**src/rtl/seq_add64_cla16_pkg.sv**
```systemverilog
// Shared constants and FSM encoding for the sequential slice adder.
package seq_add64_cla16_pkg;

    localparam int unsigned SLICE_W = 16;

    typedef enum logic [1:0] {
        IDLE = 2'd0,
        ADD  = 2'd1,
        DONE = 2'd2
    } state_t;

    localparam state_t RST_STATE = IDLE;
    localparam logic   RST_CARRY = 1'b0;
    localparam logic   RST_COUT  = 1'b0;
    localparam logic   RST_OVF   = 1'b0;

endpackage

```
**src/rtl/seq_add64_cla16_cla.sv**
```systemverilog
// Combinational 16-bit carry-lookahead adder built from four 4-bit lookahead groups.
// gp/gg are the slice-level propagate/generate, independent of cin.
module CLA_16bits (
    input  logic [15:0] a,
    input  logic [15:0] b,
    input  logic        cin,
    output logic [15:0] sum,
    output logic        gp,
    output logic        gg
);

    logic [15:0] w_g;
    logic [15:0] w_p;
    logic [15:0] w_c;
    logic [3:0]  w_bg;
    logic [3:0]  w_bp;
    logic [4:0]  w_bc;

    assign w_g = a & b;
    assign w_p = a ^ b;

    always_comb begin
        w_bg = '0;
        w_bp = '0;
        w_bc = '0;
        w_c  = '0;
        for (int j = 0; j < 4; j++) begin
            w_bp[j] = &w_p[4*j +: 4];
            w_bg[j] = w_g[4*j+3]
                    | (w_p[4*j+3] & w_g[4*j+2])
                    | (w_p[4*j+3] & w_p[4*j+2] & w_g[4*j+1])
                    | (w_p[4*j+3] & w_p[4*j+2] & w_p[4*j+1] & w_g[4*j]);
        end
        // Group carries come from lookahead, bit carries only ripple inside a group.
        w_bc[0] = cin;
        for (int j = 0; j < 4; j++) begin
            w_bc[j+1] = w_bg[j] | (w_bp[j] & w_bc[j]);
        end
        for (int j = 0; j < 4; j++) begin
            w_c[4*j] = w_bc[j];
            for (int i = 1; i < 4; i++) begin
                w_c[4*j+i] = w_g[4*j+i-1] | (w_p[4*j+i-1] & w_c[4*j+i-1]);
            end
        end
    end

    assign sum = w_p ^ w_c;
    assign gp  = &w_bp;
    assign gg  = w_bg[3]
               | (w_bp[3] & w_bg[2])
               | (w_bp[3] & w_bp[2] & w_bg[1])
               | (w_bp[3] & w_bp[2] & w_bp[1] & w_bg[0]);

endmodule

```
**src/rtl/seq_add64_cla16.sv**
```systemverilog
// Multi-cycle W-bit adder feeding one 16-bit slice per cycle through a shared CLA_16bits.
// Optional signed-overflow output enabled by defining SEQ_ADD_OVF_EN.
module seq_add64_cla16
    import seq_add64_cla16_pkg::*;
#(
    parameter int unsigned N_SLICES = 4
) (
    input  logic                          clk,
    input  logic                          rst,
    input  logic                          in_valid,
    output logic                          in_ready,
    input  logic [SLICE_W*N_SLICES-1:0]   in_a,
    input  logic [SLICE_W*N_SLICES-1:0]   in_b,
    input  logic                          in_cin,
    output logic                          out_valid,
    input  logic                          out_ready,
    output logic [SLICE_W*N_SLICES-1:0]   sum,
`ifdef SEQ_ADD_OVF_EN
    output logic                          ovf,
`endif
    output logic                          cout
);

    localparam int unsigned CNT_W = (N_SLICES > 1) ? $clog2(N_SLICES) : 1;

    state_t r_state;
    state_t w_state_next;

    logic [CNT_W-1:0]                  r_cnt;
    logic                              r_carry;
    logic                              r_cout;
    logic [N_SLICES-1:0][SLICE_W-1:0]  r_a;
    logic [N_SLICES-1:0][SLICE_W-1:0]  r_b;
    logic [N_SLICES-1:0][SLICE_W-1:0]  r_sum;

    logic [SLICE_W-1:0] w_a_slice;
    logic [SLICE_W-1:0] w_b_slice;
    logic [SLICE_W-1:0] w_sum_slice;
    logic               w_gp;
    logic               w_gg;
    logic               w_slice_cout;
    logic               w_last;

    assign w_a_slice    = r_a[r_cnt];
    assign w_b_slice    = r_b[r_cnt];
    assign w_slice_cout = w_gg | (w_gp & r_carry);
    assign w_last       = (r_cnt == CNT_W'(N_SLICES - 1));

    CLA_16bits u_cla (
        .a   (w_a_slice),
        .b   (w_b_slice),
        .cin (r_carry),
        .sum (w_sum_slice),
        .gp  (w_gp),
        .gg  (w_gg)
    );

    always_ff @(posedge clk) begin
        if (rst) begin
            r_state <= RST_STATE;
        end else begin
            r_state <= w_state_next;
        end
    end

    always_comb begin
        w_state_next = r_state;
        unique case (r_state)
            IDLE:    if (in_valid) w_state_next = ADD;
            ADD:     if (w_last) w_state_next = DONE;
            DONE:    if (out_ready) w_state_next = IDLE;
            default: w_state_next = IDLE;
        endcase
    end

    always_comb begin
        in_ready  = (r_state == IDLE);
        out_valid = (r_state == DONE);
    end

    // Operands need no reset: they are always loaded before being used.
    always_ff @(posedge clk) begin
        if (r_state == IDLE && in_valid) begin
            r_a <= in_a;
            r_b <= in_b;
        end
    end

    always_ff @(posedge clk) begin
        if (rst) begin
            r_cnt   <= '0;
            r_carry <= RST_CARRY;
            r_sum   <= '0;
            r_cout  <= RST_COUT;
        end else begin
            case (r_state)
                IDLE: begin
                    if (in_valid) begin
                        r_carry <= in_cin;
                        r_cnt   <= '0;
                    end
                end
                ADD: begin
                    r_sum[r_cnt] <= w_sum_slice;
                    r_carry      <= w_slice_cout;
                    if (w_last) begin
                        r_cnt  <= '0;
                        r_cout <= w_slice_cout;
                    end else begin
                        r_cnt <= r_cnt + CNT_W'(1);
                    end
                end
                default: ;
            endcase
        end
    end

`ifdef SEQ_ADD_OVF_EN
    logic r_ovf;

    // Carry into MSB xor carry out of MSB, recovered from the MSB sum bit.
    always_ff @(posedge clk) begin
        if (rst) begin
            r_ovf <= RST_OVF;
        end else if (r_state == ADD && w_last) begin
            r_ovf <= w_a_slice[SLICE_W-1] ^ w_b_slice[SLICE_W-1]
                   ^ w_sum_slice[SLICE_W-1] ^ w_slice_cout;
        end
    end

    assign ovf = r_ovf;
`endif

    assign sum  = r_sum;
    assign cout = r_cout;

endmodule

```
**config.mk**
```make
export PLATFORM = sky130hd
export DESIGN_NAME = seq_add64_cla16
export DESIGN_NICKNAME = d
export VERILOG_FILES = /design/src/rtl/seq_add64_cla16_pkg.sv /design/src/rtl/seq_add64_cla16_cla.sv /design/src/rtl/seq_add64_cla16.sv
export SDC_FILE = /design/constraint.sdc
export NUM_CORES = 1
export LEC_CHECK = 0
export ABC_AREA = 1
export CAP_MARGIN = 20
export CORE_MARGIN = 1.5
export CORE_UTILIZATION = 30
export CTS_BUF_LIST = sky130_fd_sc_hd__clkbuf_4
export DETAILED_ROUTE_END_ITERATION = 12
export GPL_ROUTABILITY_DRIVEN = 0
export SLEW_MARGIN = 20
export SYNTH_ARGS = -nofsm -noshare
export SYNTH_HDL_FRONTEND = slang
export SYNTH_SLANG_ARGS = --single-unit
```
**constraint.sdc**
```tcl
create_clock -name clk -period 12 [get_ports clk]
set_input_delay 3 -clock clk [delete_from_list [all_inputs] [get_ports clk]]
set_output_delay 3 -clock clk [all_outputs]
set_load 0.01 [all_outputs]
```
==> results.sh, run 1 <==
export IMPL_path_depth=8
export IMPL_finalSetupTns_ps=0
export IMPL_crit_slowest_cell="buf_4"
export IMPL_cts_buffers_inserted=17
export IMPL_yosys_area_top_type="edfxtp_1"
export IMPL_fin_crit_ps=4900
export IMPL_synth_edff_count=128
export IMPL_grt_pass1_vias=5508
export IMPL_cp_cell_sequence="clkdlybuf4s50_1 > nand2_1 > inv_4 > buf_4 > nor2_2 > a22o_1 > inv_1 > a21oi_2"
export IMPL_hold_start="sum[33]"
export IMPL_setup_slack_ps=7100
export IMPL_grt_max_degree=79
export IMPL_rsz0062_at_grt="false"
export IMPL_pwr_share_comb=0.223
export IMPL_path_max_fanout=78
export IMPL_seq_power_share=0.546
export IMPL_critPathTopFamily="buffers and inverters"
export IMPL_r2r_start="r_cnt[0]"
export IMPL_drtAntennaViolNets=0
export IMPL_clkPwrFrac=0.231
export IMPL_grt_pass1_wl_um=31000
export IMPL_nets=1046
export IMPL_critPathCaptureType="flop"
export IMPL_gr_total_overflow=0
export IMPL_nFillCells=2517
export IMPL_cts_tree="done"
export IMPL_hp_class="flop to flop"
export IMPL_port_buffers=199
export IMPL_cellPowerDensity_nw_per_um2=137
export IMPL_area_growth_pct=31.7
export IMPL_syn_area_um2=7950
export IMPL_finalCritPeriodShare=0.409
export IMPL_first_pass_iters=7
export IMPL_avgViaCountPerCell=4.64
export IMPL_fin_worst_skew_ps=21.3
export IMPL_yosysWarningCount=0
export IMPL_initial_core_util=0.305
export IMPL_synthFlopType="edfxtp_1"
export IMPL_ys_ff_latch=198
export IMPL_max_slew_margin=0.337
export IMPL_postLayoutCoreUtil=0.402
export IMPL_grt_antenna_before_repair=2
export IMPL_hold_viol=0
export IMPL_cts_resized=0
export IMPL_synthDominantCellAreaShare=0.483
export IMPL_drv_slew=0
export IMPL_leakage_nw=3.75
export IMPL_core_area_um2=26100
export IMPL_cts_htree_levels=4
export IMPL_regArea_um2=5250
export IMPL_grt_usage=0.148
export IMPL_fp_dieArea_um2=27500
export IMPL_status="complete, no violations"
export IMPL_dr_first_iter_drc_count=365
export IMPL_dp_hpwl_um=14300
export IMPL_vias=5720
export IMPL_cts_sinks=198
export IMPL_min_to="sum[33]"
export IMPL_drive_gt1_frac=0.0570
export IMPL_path_class="input pin to flop"
export IMPL_die_w_um=166
export IMPL_multi_input_area_um2=2350
export IMPL_ys_async_sr_fraction=0
export IMPL_syn_avg_cell_area_um2=11.5
export IMPL_ys_seq_area_frac=0.660
export IMPL_start_kind="input pin"
export IMPL_routedWlPerCell_um=16.6
export IMPL_clkSlewWorstSetupHoldPaths_ps=140
export IMPL_r2r_slack_ps=7180
export IMPL_power_internal_mw=1.01
export IMPL_ys_types=33
export IMPL_clock_path_buffers=2
export IMPL_critPathMaxStageDelay_ps=860
export IMPL_routed_wirelength_um=20400
export IMPL_hold_depth=2
export IMPL_setup_violations=0
export IMPL_r2r_cells=19
export IMPL_synth_most_common_cell="edfxtp_1"
export IMPL_vdd_drop_max_uv=51.7
export IMPL_drc=0
export IMPL_synth_top_cells_by_count="edfxtp_1 (128), nand2_1 (116), o21ai_0 (79)"
export IMPL_synth_area_leaders="edfxtp_1 (48%), dfxtp_1 (18%), nand2_1 (5.5%)"
export IMPL_path_buf_inv=4
export IMPL_post_cts_setup_buffer_count=0
export IMPL_worst_ep_arrival_time_ps=5360
export IMPL_post_place_ws_ps=6420
export IMPL_clk_insertion_delay_late_ps=580
export IMPL_root_buffer="clkbuf_4"
export IMPL_r2r_end="sum[15]"
export IMPL_die_y_um=166
export IMPL_worstMarginPinSlew_ps=994
export IMPL_timing_fmax_mhz=204
export IMPL_crit_required_ps=12460
export IMPL_ios=200
export IMPL_p_sw_frac=0.299
export IMPL_switchingPower_mw=0.430
export IMPL_syn_inst=693
export IMPL_rows=59
export IMPL_synthesis_nets=858
export IMPL_cap_viol_max_count=0
export IMPL_holdBufCountCts=0
[area by class of cell]
type                       count  share of cell area
tap                          335              0.0400
sequential                   198               0.501
inverter                      37              0.0142
clock inverter                13              0.0104
multi-input combinational    422               0.225
clock buffer                  19              0.0136
timing repair buffer         205               0.195
antenna                        4            0.000956
[cell usage in the layout, fill, tap and decap left out, drive strengths merged, types with 2 or more instances in the layout]
| cell | n |
|---|---|
| a21oi | 79 |
| a32oi | 8 |
| buf | 6 |
| clkbuf | 19 |
| clkdlybuf4s50 | 199 |
| clkinv | 8 |
| clkinvlp | 3 |
| dfxtp | 70 |
| diode | 4 |
| edfxtp | 128 |
| fa | 12 |
| ha | 20 |
| inv | 38 |
| nand2 | 120 |
| nand3 | 8 |
| nand4 | 2 |
| nor2 | 60 |
| o21ai | 80 |
| o22ai | 24 |
| xnor2 | 3 |
[per-stage QoR]
| step | cell area, um^2 | instances | total power, mW | hold WS (ps) |
|---|---|---|---|---|
| after floorplan | 7950 | 693 | 0.975 | 488 |
| after global placement | 10200 | 1197 | 1.12 | 453 |
| after detailed placement | 10200 | 1197 | 1.13 | 454 |
| after CTS | 10500 | 1229 | 1.46 | 476 |
| after global routing | 10500 | 1232 | 1.52 | 498 |
| final | 10500 | 1233 | 1.44 | 475 |
[worst min-delay path, delay by kind of cell, from the launching register on]
family | cells | cell delay (ps)
AOI/OAI and AO/OA | 1 | 50
DFF | 1 | 340
and+or+nand+nor | 1 | 60
[power groups by stage]
stage	Clock, mW	Sequential [mW]	Combinational (mW)
after floorplan	0	0.807	0.168
after global placement	0	0.801	0.321
after detailed placement	0	0.802	0.324
after CTS	0.347	0.786	0.325
after global routing	0.374	0.791	0.353
final	0.332	0.786	0.321
[metal layers]
layer / vias to the layer above / share of wire / GRT usage
met2: 217 / 0.45 / 0.228
met5: - / 0 / 0
met1: 2676 / 0.48 / 0.207
li1: 2807 / - / -
met3: 20 / 0.058 / 0.0357
met4: 0 / 0.017 / 0.0466
[sequential cells by signal, indices dropped and copies added (netlist names)]
name	cells
r_b	64
r_carry	1
r_cnt	2
r_a	64
sum	64
r_state	2
cout	1
[how the worst max path moves through the flow]
stage                     startpoint       to  slack (ps)
after CTS                   in_valid  r_carry        7070
after detailed placement    in_valid  r_carry        6420
after global placement      in_valid  r_carry        6480
after global routing        r_cnt[0]  sum[15]        6840
after floorplan             in_valid  r_carry        5770
final                       in_valid  r_carry        7100
[cell families after synthesis]
| logic type | Yosys count | share of synthesized area |
|---|---|---|
| flip-flops | 198 | 0.660 |
| XOR/XNOR | 4 | 0.00441 |
| AND/OR/NAND/NOR | 192 | 0.0988 |
| AO/OA/AOI/OAI | 194 | 0.131 |
| buffers and inverters | 73 | 0.0441 |
| adder cells (fa/ha/maj) | 32 | 0.0617 |
Power figures use the tool's default switching activity.
==> inputs of run 2 (changes only) <==
clock period = 4.6 ns   (was 12 ns; I/O delays follow)
==> run 2 against run 1 <==
Effect of this change:
- clock-buffer cell count up 1
- wire length up 0.53%
- via count down 0.31%
- clock skew up 11 ps
- sequential power rose to 2.6 times the previous value
- critical endpoint is now sum[63]
==> results.sh, run 2 (synthesis gave the netlist of run 1 again) <==
export IMPL_vias=5702
export IMPL_path_max_fanout=46
export IMPL_area_growth_pct=32.5
export IMPL_avgViaCountPerCell=4.63
export IMPL_critPathCaptureType="flop"
export IMPL_cellPowerDensity_nw_per_um2=367
export IMPL_core_area_um2=26100
export IMPL_cts_htree_levels=4
export IMPL_clkPwrFrac=0.253
export IMPL_path_buf_inv=2
export IMPL_drive_gt1_frac=0.0592
export IMPL_switchingPower_mw=1.12
export IMPL_r2r_slack_ps=450
export IMPL_hold_viol=0
export IMPL_nets=1047
export IMPL_p_sw_frac=0.288
export IMPL_hold_start="sum[28]"
export IMPL_fin_crit_ps=4150
export IMPL_port_buffers=199
export IMPL_die_y_um=166
export IMPL_cts_tree="done"
export IMPL_r2r_cells=16
export IMPL_fp_dieArea_um2=27500
export IMPL_cap_viol_max_count=0
export IMPL_gr_total_overflow=0
export IMPL_clk_insertion_delay_late_ps=600
export IMPL_grt_pass1_vias=5692
export IMPL_holdBufCountCts=0
export IMPL_critPathMaxStageDelay_ps=520
export IMPL_final_common_cell="clkdlybuf4s50_1"
export IMPL_rsz0062_at_grt="false"
export IMPL_drtAntennaViolNets=0
export IMPL_timing_fmax_mhz=241
export IMPL_cp_cell_sequence="inv_2 > buf_4 > nor2_1 > o22ai_1 > ha_1 > nand2_1 > nor2_1 > nand2_1 > nand3_1 > nand2_1 > nand3_1 > fa_1 > fa_1 > fa_1 > xnor2_1 > a21oi_1"
export IMPL_finalSetupTns_ps=0
export IMPL_routedWlPerCell_um=16.7
export IMPL_r2r_end="sum[63]"
export IMPL_first_pass_iters=5
export IMPL_vdd_drop_max_uv=164
export IMPL_cts_sinks=198
export IMPL_clkSlewWorstSetupHoldPaths_ps=140
export IMPL_rows=59
export IMPL_drv_slew=0
export IMPL_grt_antenna_before_repair=3
export IMPL_crit_slowest_cell="inv_2"
export IMPL_dr_first_iter_drc_count=466
export IMPL_grt_max_degree=96
export IMPL_path_class="flop to flop"
export IMPL_dp_hpwl_um=14900
export IMPL_leakage_nw=3.78
export IMPL_finalCritPeriodShare=0.902
export IMPL_hold_depth=2
export IMPL_root_buffer="clkbuf_4"
export IMPL_crit_required_ps=5050
export IMPL_power_mw=3.87
export IMPL_ios=200
export IMPL_die_w_um=166
export IMPL_layout_common_cells="clkdlybuf4s50_1 (199), edfxtp_1 (128), nand2_1 (116)"
export IMPL_start_kind="flop"
export IMPL_power_internal_mw=2.75
export IMPL_cts_resized=0
export IMPL_path_depth=16
export IMPL_r2r_start="r_cnt[0]"
export IMPL_cts_buffers_inserted=17
export IMPL_drc=0
export IMPL_worstMarginPinSlew_ps=818
export IMPL_routed_wirelength_um=20500
export IMPL_min_to="sum[28]"
export IMPL_grt_usage=0.151
export IMPL_status="complete, no violations"
export IMPL_clock_path_buffers=2
export IMPL_setup_violations=0
export IMPL_max_slew_margin=0.454
export IMPL_fin_worst_skew_ps=32.5
export IMPL_worst_ep_arrival_time_ps=4600
export IMPL_hp_class="flop to flop"
export IMPL_seq_power_share=0.532
export IMPL_initial_core_util=0.305
export IMPL_grt_pass1_wl_um=31700
export IMPL_post_cts_setup_buffer_count=0
export IMPL_critPathTopFamily="adder cells"
export IMPL_pwr_share_comb=0.216
==> run 2: area by class of cell <==
type | instances | area [um^2]
multi-input combinational | 422 | 2350
clock buffer | 20 | 150
fill | 2560 | 15500
timing repair buffer | 206 | 2060
sequential | 198 | 5250
inverter | 37 | 149
tap | 335 | 419
antenna | 2 | 5.00
clock inverter | 12 | 149
==> run 2: power by group through the flow <==
stage	Clock (mW)	Sequential, mW	Combinational, mW
6_report	0.978	2.06	0.834
5_1_grt	1.08	2.07	0.921
4_1_cts	1.01	2.06	0.841
3_5_place_dp	0	2.10	0.839
3_3_place_gp	0	2.10	0.832
2_1_floorplan	0	2.10	0.439
==> run 2: per-layer routing <==
layer  vias up  track usage  wire length [um]
met3        19       0.0469              1220
met4         2       0.0392               257
met1      2682        0.201              9510
met5         -            0                13
met2       187        0.239              9520
li1       2812            -                 -
==> run 2: through the flow <==
| stage | hold WS [ps] | instance area, um^2 | setup slack, ps | cells | util |
|---|---|---|---|---|---|
| CTS | 476 | 10500 | 422 | 1230 | 0.404 |
| global placement | 455 | 10200 | 542 | 1198 | 0.392 |
| global route | 494 | 10500 | 144 | 1231 | 0.404 |
| finish | 476 | 10500 | 451 | 1232 | 0.404 |
| floorplan | 488 | 7950 | 219 | 693 | - |
| detailed placement | 456 | 10200 | 444 | 1198 | 0.392 |
==> run 2: worst max path at each step <==
stage | startpoint | end | slack [ps]
detailed placement | r_cnt[0] | sum[63] | 440
global placement | r_cnt[0] | sum[63] | 540
finish | r_cnt[0] | sum[63] | 450
floorplan | in_valid | r_carry | 220
CTS | r_cnt[0] | sum[63] | 420
global route | r_cnt[0] | sum[63] | 140
==> run 2: tightest hold or removal path: cells and delay by family (launching register included) <==
kind             cells  cell delay (ps)
AO/OA/AOI/OAI        1               50
flip-flops           1              340
AND/OR/NAND/NOR      1               60
